`src/rtl/i2c_pkg.sv`:
```
// Shared encodings for the I2C bit-level controller.
// Holds the command codes carried on Cmd and the phase FSM state encoding.
// No ports; imported by i2c_bit_ctrl.
package i2c_pkg;

   typedef enum logic [1:0] {
      CMD_START = 2'b00,
      CMD_STOP  = 2'b01,
      CMD_WRITE = 2'b10,
      CMD_READ  = 2'b11
   } cmd_e;

   typedef enum logic [2:0] {
      IDLE = 3'd0,
      PH_A = 3'd1,
      PH_B = 3'd2,
      PH_C = 3'd3,
      PH_D = 3'd4
   } state_e;

endpackage

```
`src/rtl/i2c_bit_ctrl.sv`:
```
// I2C bit controller: runs one START/STOP/WRITE/READ bit as four Tick-paced
// phases and drives the open-drain SCL/SDA controls from registers.
// Ports: Clk/Rst (async active-high); Cmd, Cmd_valid, Din command request
// (taken only while Busy=0); Tick phase pulse and Sda_i line level in;
// Timer_start/Timer_stop pulses to the external bit timer; Scl_o/Sda_o line
// controls (1 = release); Busy, Cmd_ack completion pulse, Dout read bit.
module i2c_bit_ctrl
   import i2c_pkg::*;
(
   input  logic       Clk,
   input  logic       Rst,
   input  logic [1:0] Cmd,
   input  logic       Cmd_valid,
   input  logic       Din,
   input  logic       Tick,
   input  logic       Sda_i,
   output logic       Timer_start,
   output logic       Timer_stop,
   output logic       Scl_o,
   output logic       Sda_o,
   output logic       Busy,
   output logic       Cmd_ack,
   output logic       Dout
);

   state_e state, state_next;
   cmd_e   cmd_q, cmd_next;
   logic   din_q, din_next;
   logic   scl_next, sda_next;
   logic   busy_next, ack_next, dout_next;
   logic   tstart_next, tstop_next;
   logic   enter;

   always_ff @(posedge Clk or posedge Rst) begin
      if (Rst) begin
         state       <= IDLE;
         cmd_q       <= CMD_START;
         din_q       <= 1'b0;
         Scl_o       <= 1'b1;
         Sda_o       <= 1'b1;
         Busy        <= 1'b0;
         Cmd_ack     <= 1'b0;
         Dout        <= 1'b0;
         Timer_start <= 1'b0;
         Timer_stop  <= 1'b0;
      end else begin
         state       <= state_next;
         cmd_q       <= cmd_next;
         din_q       <= din_next;
         Scl_o       <= scl_next;
         Sda_o       <= sda_next;
         Busy        <= busy_next;
         Cmd_ack     <= ack_next;
         Dout        <= dout_next;
         Timer_start <= tstart_next;
         Timer_stop  <= tstop_next;
      end
   end

   always_comb begin
      state_next  = state;
      cmd_next    = cmd_q;
      din_next    = din_q;
      scl_next    = Scl_o;
      sda_next    = Sda_o;
      busy_next   = Busy;
      ack_next    = 1'b0;
      dout_next   = Dout;
      tstart_next = 1'b0;
      tstop_next  = 1'b0;
      enter       = 1'b0;

      case (state)
         IDLE: begin
            // Busy is still high during the ack cycle, which blocks a
            // request arriving in that cycle. Tick is meaningless here.
            if (Cmd_valid && !Busy) begin
               cmd_next    = cmd_e'(Cmd);
               din_next    = Din;
               state_next  = PH_A;
               tstart_next = 1'b1;
               busy_next   = 1'b1;
               enter       = 1'b1;
            end else begin
               busy_next = 1'b0;
            end
         end
         PH_A: if (Tick) begin
            state_next = PH_B;
            enter      = 1'b1;
         end
         PH_B: if (Tick) begin
            state_next = PH_C;
            enter      = 1'b1;
         end
         PH_C: if (Tick) begin
            state_next = PH_D;
            enter      = 1'b1;
            // SDA is sampled at the end of the SCL-high window.
            if (cmd_q == CMD_READ) dout_next = Sda_i;
         end
         PH_D: if (Tick) begin
            // Back to IDLE; lines keep their PH_D levels until the next
            // command enters PH_A.
            state_next = IDLE;
            ack_next   = 1'b1;
            tstop_next = 1'b1;
         end
         default: state_next = IDLE;
      endcase

      // Line levels are decoded from the phase being entered so the
      // registered outputs change in the first cycle of each phase.
      if (enter) begin
         case (cmd_next)
            CMD_START: begin
               case (state_next)
                  PH_A, PH_B: {scl_next, sda_next} = 2'b11;
                  PH_C:       {scl_next, sda_next} = 2'b10;
                  default:    {scl_next, sda_next} = 2'b00;
               endcase
            end
            CMD_STOP: begin
               case (state_next)
                  PH_A:       {scl_next, sda_next} = 2'b00;
                  PH_B, PH_C: {scl_next, sda_next} = 2'b10;
                  default:    {scl_next, sda_next} = 2'b11;
               endcase
            end
            CMD_WRITE: begin
               scl_next = (state_next == PH_B) || (state_next == PH_C);
               sda_next = din_next;
            end
            default: begin
               scl_next = (state_next == PH_B) || (state_next == PH_C);
               sda_next = 1'b1;
            end
         endcase
      end
   end

endmodule

```
`config.mk`:
```
export PLATFORM = sky130hd
export DESIGN_NAME = i2c_bit_ctrl
export DESIGN_NICKNAME = d
export VERILOG_FILES = /design/src/rtl/i2c_pkg.sv /design/src/rtl/i2c_bit_ctrl.sv
export SDC_FILE = /design/constraint.sdc
export NUM_CORES = 1
export LEC_CHECK = 0
export BUFFER_PORTS_ARGS = -buffer_cell sky130_fd_sc_hd__buf_2
export CORE_MARGIN = 5
export CORE_UTILIZATION = 35
export CTS_CLUSTER_SIZE = 24
export DETAILED_ROUTE_END_ITERATION = 8
export SYNTH_ARGS = -nofsm -noshare
export SYNTH_HDL_FRONTEND = slang
export SYNTH_SLANG_ARGS = --single-unit
```
`constraint.sdc`:
```
create_clock -name Clk -period 2.19 [get_ports Clk]
set_clock_uncertainty 0.2 [all_clocks]
set_input_delay 0.1095 -clock Clk [delete_from_list [all_inputs] [get_ports Clk]]
set_output_delay 0.1095 -clock Clk [all_outputs]
set_load 0.02 [all_outputs]
```
* Yosys cells after proc, flatten, opt, wreduce, memory -nomap -nowiden
Index checks and enable logic that the tools add are counted.
** Word-level totals
- Memory bits (writable) :: 0
- Flip-flop bits (word level) :: 12
- Bits in read-only memories :: 0
- Memories kept :: 0
- Input port bits :: 8
- Latch bits :: 0
- Output and inout bits :: 7
- Logic and storage cells :: 49
** Cells by class
- Bitwise operators :: 0
- Eq/ne operators :: 10
- Multiplexer cells :: 21
- Magnitude comparators :: 0
- Add/subtract/negate cells :: 0
- Shifts and indexed selects :: 0
- Div/mod/pow operators :: 0
- Reduce and logical (&&, ||, !) cells :: 9
- $mul :: 0
** Operators with widths (count)
- 3-bit 2-to-1 mux :: 5
- 3-bit one-hot mux with 5 select lines :: 1
- 3-bit by 2-bit equality test with 1-bit output (second input constant) :: 4
- 1-bit 2-to-1 mux :: 10
- 3-bit by 1-bit equality test with 1-bit output (second input constant) :: 2
- 3-bit OR reduction :: 2
- 2-bit equality test (second input constant) :: 2
- 2-bit 2-to-1 mux :: 2
- 1-bit one-hot mux with 2 select lines :: 2
- 3-bit equality test (second input constant) :: 1
- 3-bit logical NOT :: 1
- 1-bit one-hot mux with 3 select lines :: 1
- 3-bit AND reduction :: 1
- 2-bit by 1-bit equality test with 1-bit output (second input constant) :: 1
- 2-bit logical NOT :: 1
- 2-bit OR reduction :: 1
- 1-bit logical AND :: 1
- 1-bit logical NOT :: 1
- 1-bit logical OR :: 1

* Depth between registers and ports, before layout
- Word-level depth :: 8
- Mapped depth :: 5
- Mapped depth without buffers :: 4

* Worst setup path after synthesis
OpenSTA, ideal clock, no wires.
- Kind :: reg2reg
- Start point :: register Busy
- End point :: register Sda_o
- Stages on the path, launching flop included :: 6
- Data arrival time :: 1.728 ns
- Path buffers :: 1
- Setup time :: 0.083 ns
- Slack :: 0.179 ns
- Cell sequence :: dfrtp_1 -> or4b_1 -> buf_2 -> a21oi_2 -> o311ai_0 -> o32a_1
** On the way
- Longest elaborated chain between the ends :: 8
** Ends and longest elaborated chain
- start: declaration :: line i2c_bit_ctrl.sv:21 : output logic Busy,
- start signal: assignment :: line i2c_bit_ctrl.sv:52 : Busy <= busy_next;
- 1-bit logical NOT (*) :: line i2c_bit_ctrl.sv:77 : if (Cmd_valid && !Busy) begin
- 1-bit logical AND (*) :: line i2c_bit_ctrl.sv:77
- 3-bit 2-to-1 mux :: line i2c_bit_ctrl.sv:77
- 3-bit one-hot mux with 5 select lines :: line i2c_bit_ctrl.sv:73 : case (state)
- 3-bit by 2-bit equality test with 1-bit output (tied with other cells) :: line i2c_bit_ctrl.sv:117, i2c_bit_ctrl.sv:124
- 3-bit OR reduction (no line) / 2-bit OR reduction (equally long branches)
- 1-bit 2-to-1 mux, on equally long branches :: line i2c_bit_ctrl.sv:124, i2c_bit_ctrl.sv:117
- 1-bit one-hot mux with 3 select lines :: line i2c_bit_ctrl.sv:115 : case (cmd_next)
- end signal: assignment :: line i2c_bit_ctrl.sv:51 : Sda_o <= sda_next;
- end: declaration :: line i2c_bit_ctrl.sv:20 : output logic Sda_o,
Mark *: on every way between the ends. The rest lies on a longest branch, timed or not.
A chain may end at the register's enable or synchronous reset.

* Worst setup path in the final report
- Start point :: register state[1]
- End point :: register Sda_o
** On the way
- Longest elaborated chain between the ends :: 6
** Ends and longest elaborated chain
- start: declaration :: line i2c_bit_ctrl.sv:26 : state_e state, state_next;
- start signal: assignment :: line i2c_bit_ctrl.sv:47 : state <= state_next;
- 3-bit equality test (tied with other cells) :: line i2c_bit_ctrl.sv:73
- 3-bit one-hot mux with 5 select lines :: line i2c_bit_ctrl.sv:73
- 3-bit by 2-bit equality test with 1-bit output (tied with other cells) :: line i2c_bit_ctrl.sv:117, i2c_bit_ctrl.sv:124
- 3-bit OR reduction (no line) / 2-bit OR reduction (equally long branches)
- 1-bit 2-to-1 mux, on equally long branches :: line i2c_bit_ctrl.sv:124, i2c_bit_ctrl.sv:117
- 1-bit one-hot mux with 3 select lines :: line i2c_bit_ctrl.sv:115
Several ways; a longest one is shown, not always the timed one.

==> flow_summary_export.csv <==
group,metric,value,unit
outcome,status,"finished, final reports clean",
sta,slew-limit-headroom,65.55,%
critical_path,crit_slowest_cell,"or4b_4",
critical_path,crit_arrival,2060,ps
synthesis,syn_area_per_cell,9.652,um^2
power_and_ir_drop,p_leak,0.0003980,uW
placement,gp_congestion,0.8219,
final_layout,drive_gt1_share,32.97,%
critical_path,cpLargestDelayFamily,"simple AND/OR/NAND/NOR gates",
synthesis,ys_ff_latch,12,
drt,drtIter0Drc,12,
power_and_ir_drop,netSwitchingPower,454.3,uW
synthesis,syn_nets,78,
floorplanning,die_h,53.94,um
cts,cts_buffers,3,
global_routing,antenna_found_initial,0,
synthesis,yosys_warnings,0,
drt,firstDrtPassIters,4,
placement,io_buffer_count,14,
cts,cts_max_path_buffers,2,
synthesis,yosys_most_used_dff,"dfrtp_1",
drt,vias_per_cell,5.155,
power_and_ir_drop,pwr-share-comb,49.4,%
critical_path,worstSetupStartpointType,"flop",
global_routing,grt_max_degree,18,
cts,cts-root-buf,"clkbuf_4",
synthesis,syn_inst,70,
critical_path,path_buf_inv,0,
power_and_ir_drop,clockPowerShare,15.3,%
sta,whs,121.9,ps
final_layout,n_fill_cell,171,
synthesis,yosys.cell_types.count,36,
power_and_ir_drop,ir_drop,0.6627,mV
floorplanning,core,0.001783,mm^2
floorplanning,initial_core_util,37.89,%
critical_path,crit_fanout,9,
critical_path,cp_cell_sequence,"or4b_4 > or4_1 > a21oi_1 > o32a_1",
sta,rsz0062_at_grt,"false",
drt,postRouteAntennaNets,0,
sta,slew_viol_final,0,
final_layout,syn2layout_area_growth,29.63,%
hold_path,hold_class,"in -> reg",
sta,worstMarginPinSlew,516.7,ps
critical_path,cp.required,2210,ps
floorplanning,pin_count,15,
floorplanning,die_area,0.002909,mm^2
placement,hpwl,1081,um
critical_path,worst-setup-path-type,"reg -> reg",
synthesis,ys_seq_area_share,44.81,%
sta,post-route-period-util,93.20,%
final_layout,layout_commonest_cell,"buf_2",
cts,clkLatencyLatePin,270,ps
synthesis,async_flop_share,100.0,%
cts,clk_pin_slew,80,ps
drt,drt-total-wl,1489,um
cts,clock-sinks,12,
sta,fmax,490.0,MHz
critical_path,critPathMaxStageDelay,620,ps
final_layout,fin_nets,100,
synthesis,synth_edf_count,0,
cts,h-tree-depth,1,
sta,final.setup.tns,0,ps
floorplanning,num_rows,15,
final_layout,layout_common_cells,"buf_2, dfrtp_1, inv_1, dlygate4sd3_1, o21ai_0",
power_and_ir_drop,internal-power,683.4,uW
sta,hold_viol,0,
drt,drc,0,
floorplanning,die_x,53.94,um
critical_path,critPathCaptureType,"flop",
global_routing,grt_pass1_vias,547,
synthesis,netlist_area,675.6,um^2
power_and_ir_drop,swShare,39.93,%
cts,post_cts_buffers,0,
sta,min_period,2041,ps
global_routing,grt.overflow.total,0,
final_layout,diodes,0,
cts,cts_tree,"done",
run,timing.max_cap.violations,0,
global_routing,grt_pass1_wl,2525,um
power_and_ir_drop,pwr-share-seq,35.3,%
drt,routedWlPerCell,12.84,um
power_and_ir_drop,power_density,1299,mW/mm^2
global_routing,grtUsageTotal,12.04,%
sta,setup_viol,0,
drt,num_vias,598,
layer usage:
metal  track usage, %  wire, um
met2            18.35       647
met4            1.277         9
met3            4.986        97
met1            16.35       734
met5                0         0
final timing paths:
| check | startpoint | end | slack [ps] | cells past startpoint |
|---|---|---|---|---|
| max in group asynchronous | Rst | Scl_o | 1270 | 3 |
| min | Cmd_valid | Busy | 120 | 3 |
| min in group asynchronous | Rst | Cmd_ack | 180 | 3 |
| max | state[1] | Sda_o | 150 | 4 |
| min reg2reg | Scl_o | Scl_o | 280 | 2 |
| max reg2reg | state[1] | Sda_o | 150 | 4 |
area by class of cell:
type | count | area, um^2 | share of cell area, %
well taps | 25 | 31.28 | 3.571
flip-flops and latches | 12 | 302.8 | 34.57
inverters | 6 | 22.52 | 2.571
multi-input cells | 45 | 322.8 | 36.86
clock buffers | 4 | 36.28 | 4.143
repair buffers | 24 | 160.2 | 18.29
state kept, by name, indices dropped and copies added, names as in the netlist:
register / flops
cmd_q: 2
din_q: 1
Cmd_ack: 1
Scl_o: 1
Busy: 1
Sda_o: 1
Dout: 1
state: 3
Timer_start: 1
cell usage after synthesis, drive strengths merged (2+ instances only):
cell type,instances,area (um^2)
a211oi,2,15.01
and3,2,12.51
o211ai,2,15.01
nand2b,2,12.51
inv,6,22.52
o21a,2,15.01
mux2,2,22.52
o311ai,2,17.52
nor2,2,10.01
clkbuf,5,18.77
dfrtp,10,250.2
buf,2,12.51
a21oi,5,28.78
nand3b,2,15.01
nand4,2,12.51
o21ai,5,25.02
dfstp,2,52.55
per-stage QoR:
| step | std cells | cell area, um^2 | utilization [%] | setup slack (ps) | total power [uW] |
|---|---|---|---|---|---|
| 6_report | 116 | 875.8 | 49.12 | 149.0 | 1138 |
| 5_1_grt | 116 | 875.8 | 49.12 | 38.37 | 1236 |
| 4_1_cts | 116 | 872.1 | 48.91 | 26.20 | 1138 |
| 3_5_place_dp | 106 | 775.7 | 43.51 | 56.14 | 945.2 |
| 3_3_place_gp | 106 | 775.7 | 43.51 | 85.59 | 949.7 |
| 2_1_floorplan | 70 | 675.6 | - | 178.9 | 789.3 |
power by group through the flow:
stage	clock network [uW]	registers, uW	logic [uW]
2_1_floorplan	0	427	362
3_3_place_gp	0	401	549
3_5_place_dp	0	403	542
4_1_cts	181	400	557
5_1_grt	195	418	623
6_report	174	402	562
cell families (layout without fill, tap and decap cells):
| family | Yosys count | count (layout) | share of synthesized area [%] |
|---|---|---|---|
| mux | 2 | 2 | 3.333 |
| buf+inv | 13 | 34 | 7.963 |
| compound gates | 27 | 27 | 28.52 |
| simple gates | 16 | 16 | 15.37 |
| flops | 12 | 12 | 44.81 |
timing repair:
item	in CTS	in global routing
resized for setup	0	1
endpoints found under the hold margin	19	0
setup endpoints to repair	0	2
hold buffers	6	0
tightest hold or removal path, delay by kind of cell:
kind	cells	cell delay, ps
AND/OR/NAND/NOR	1	260
AO/OA/AOI/OAI	1	80
buffers and inverters	1	110
No activity file was read; power rests on OpenSTA's default activity.
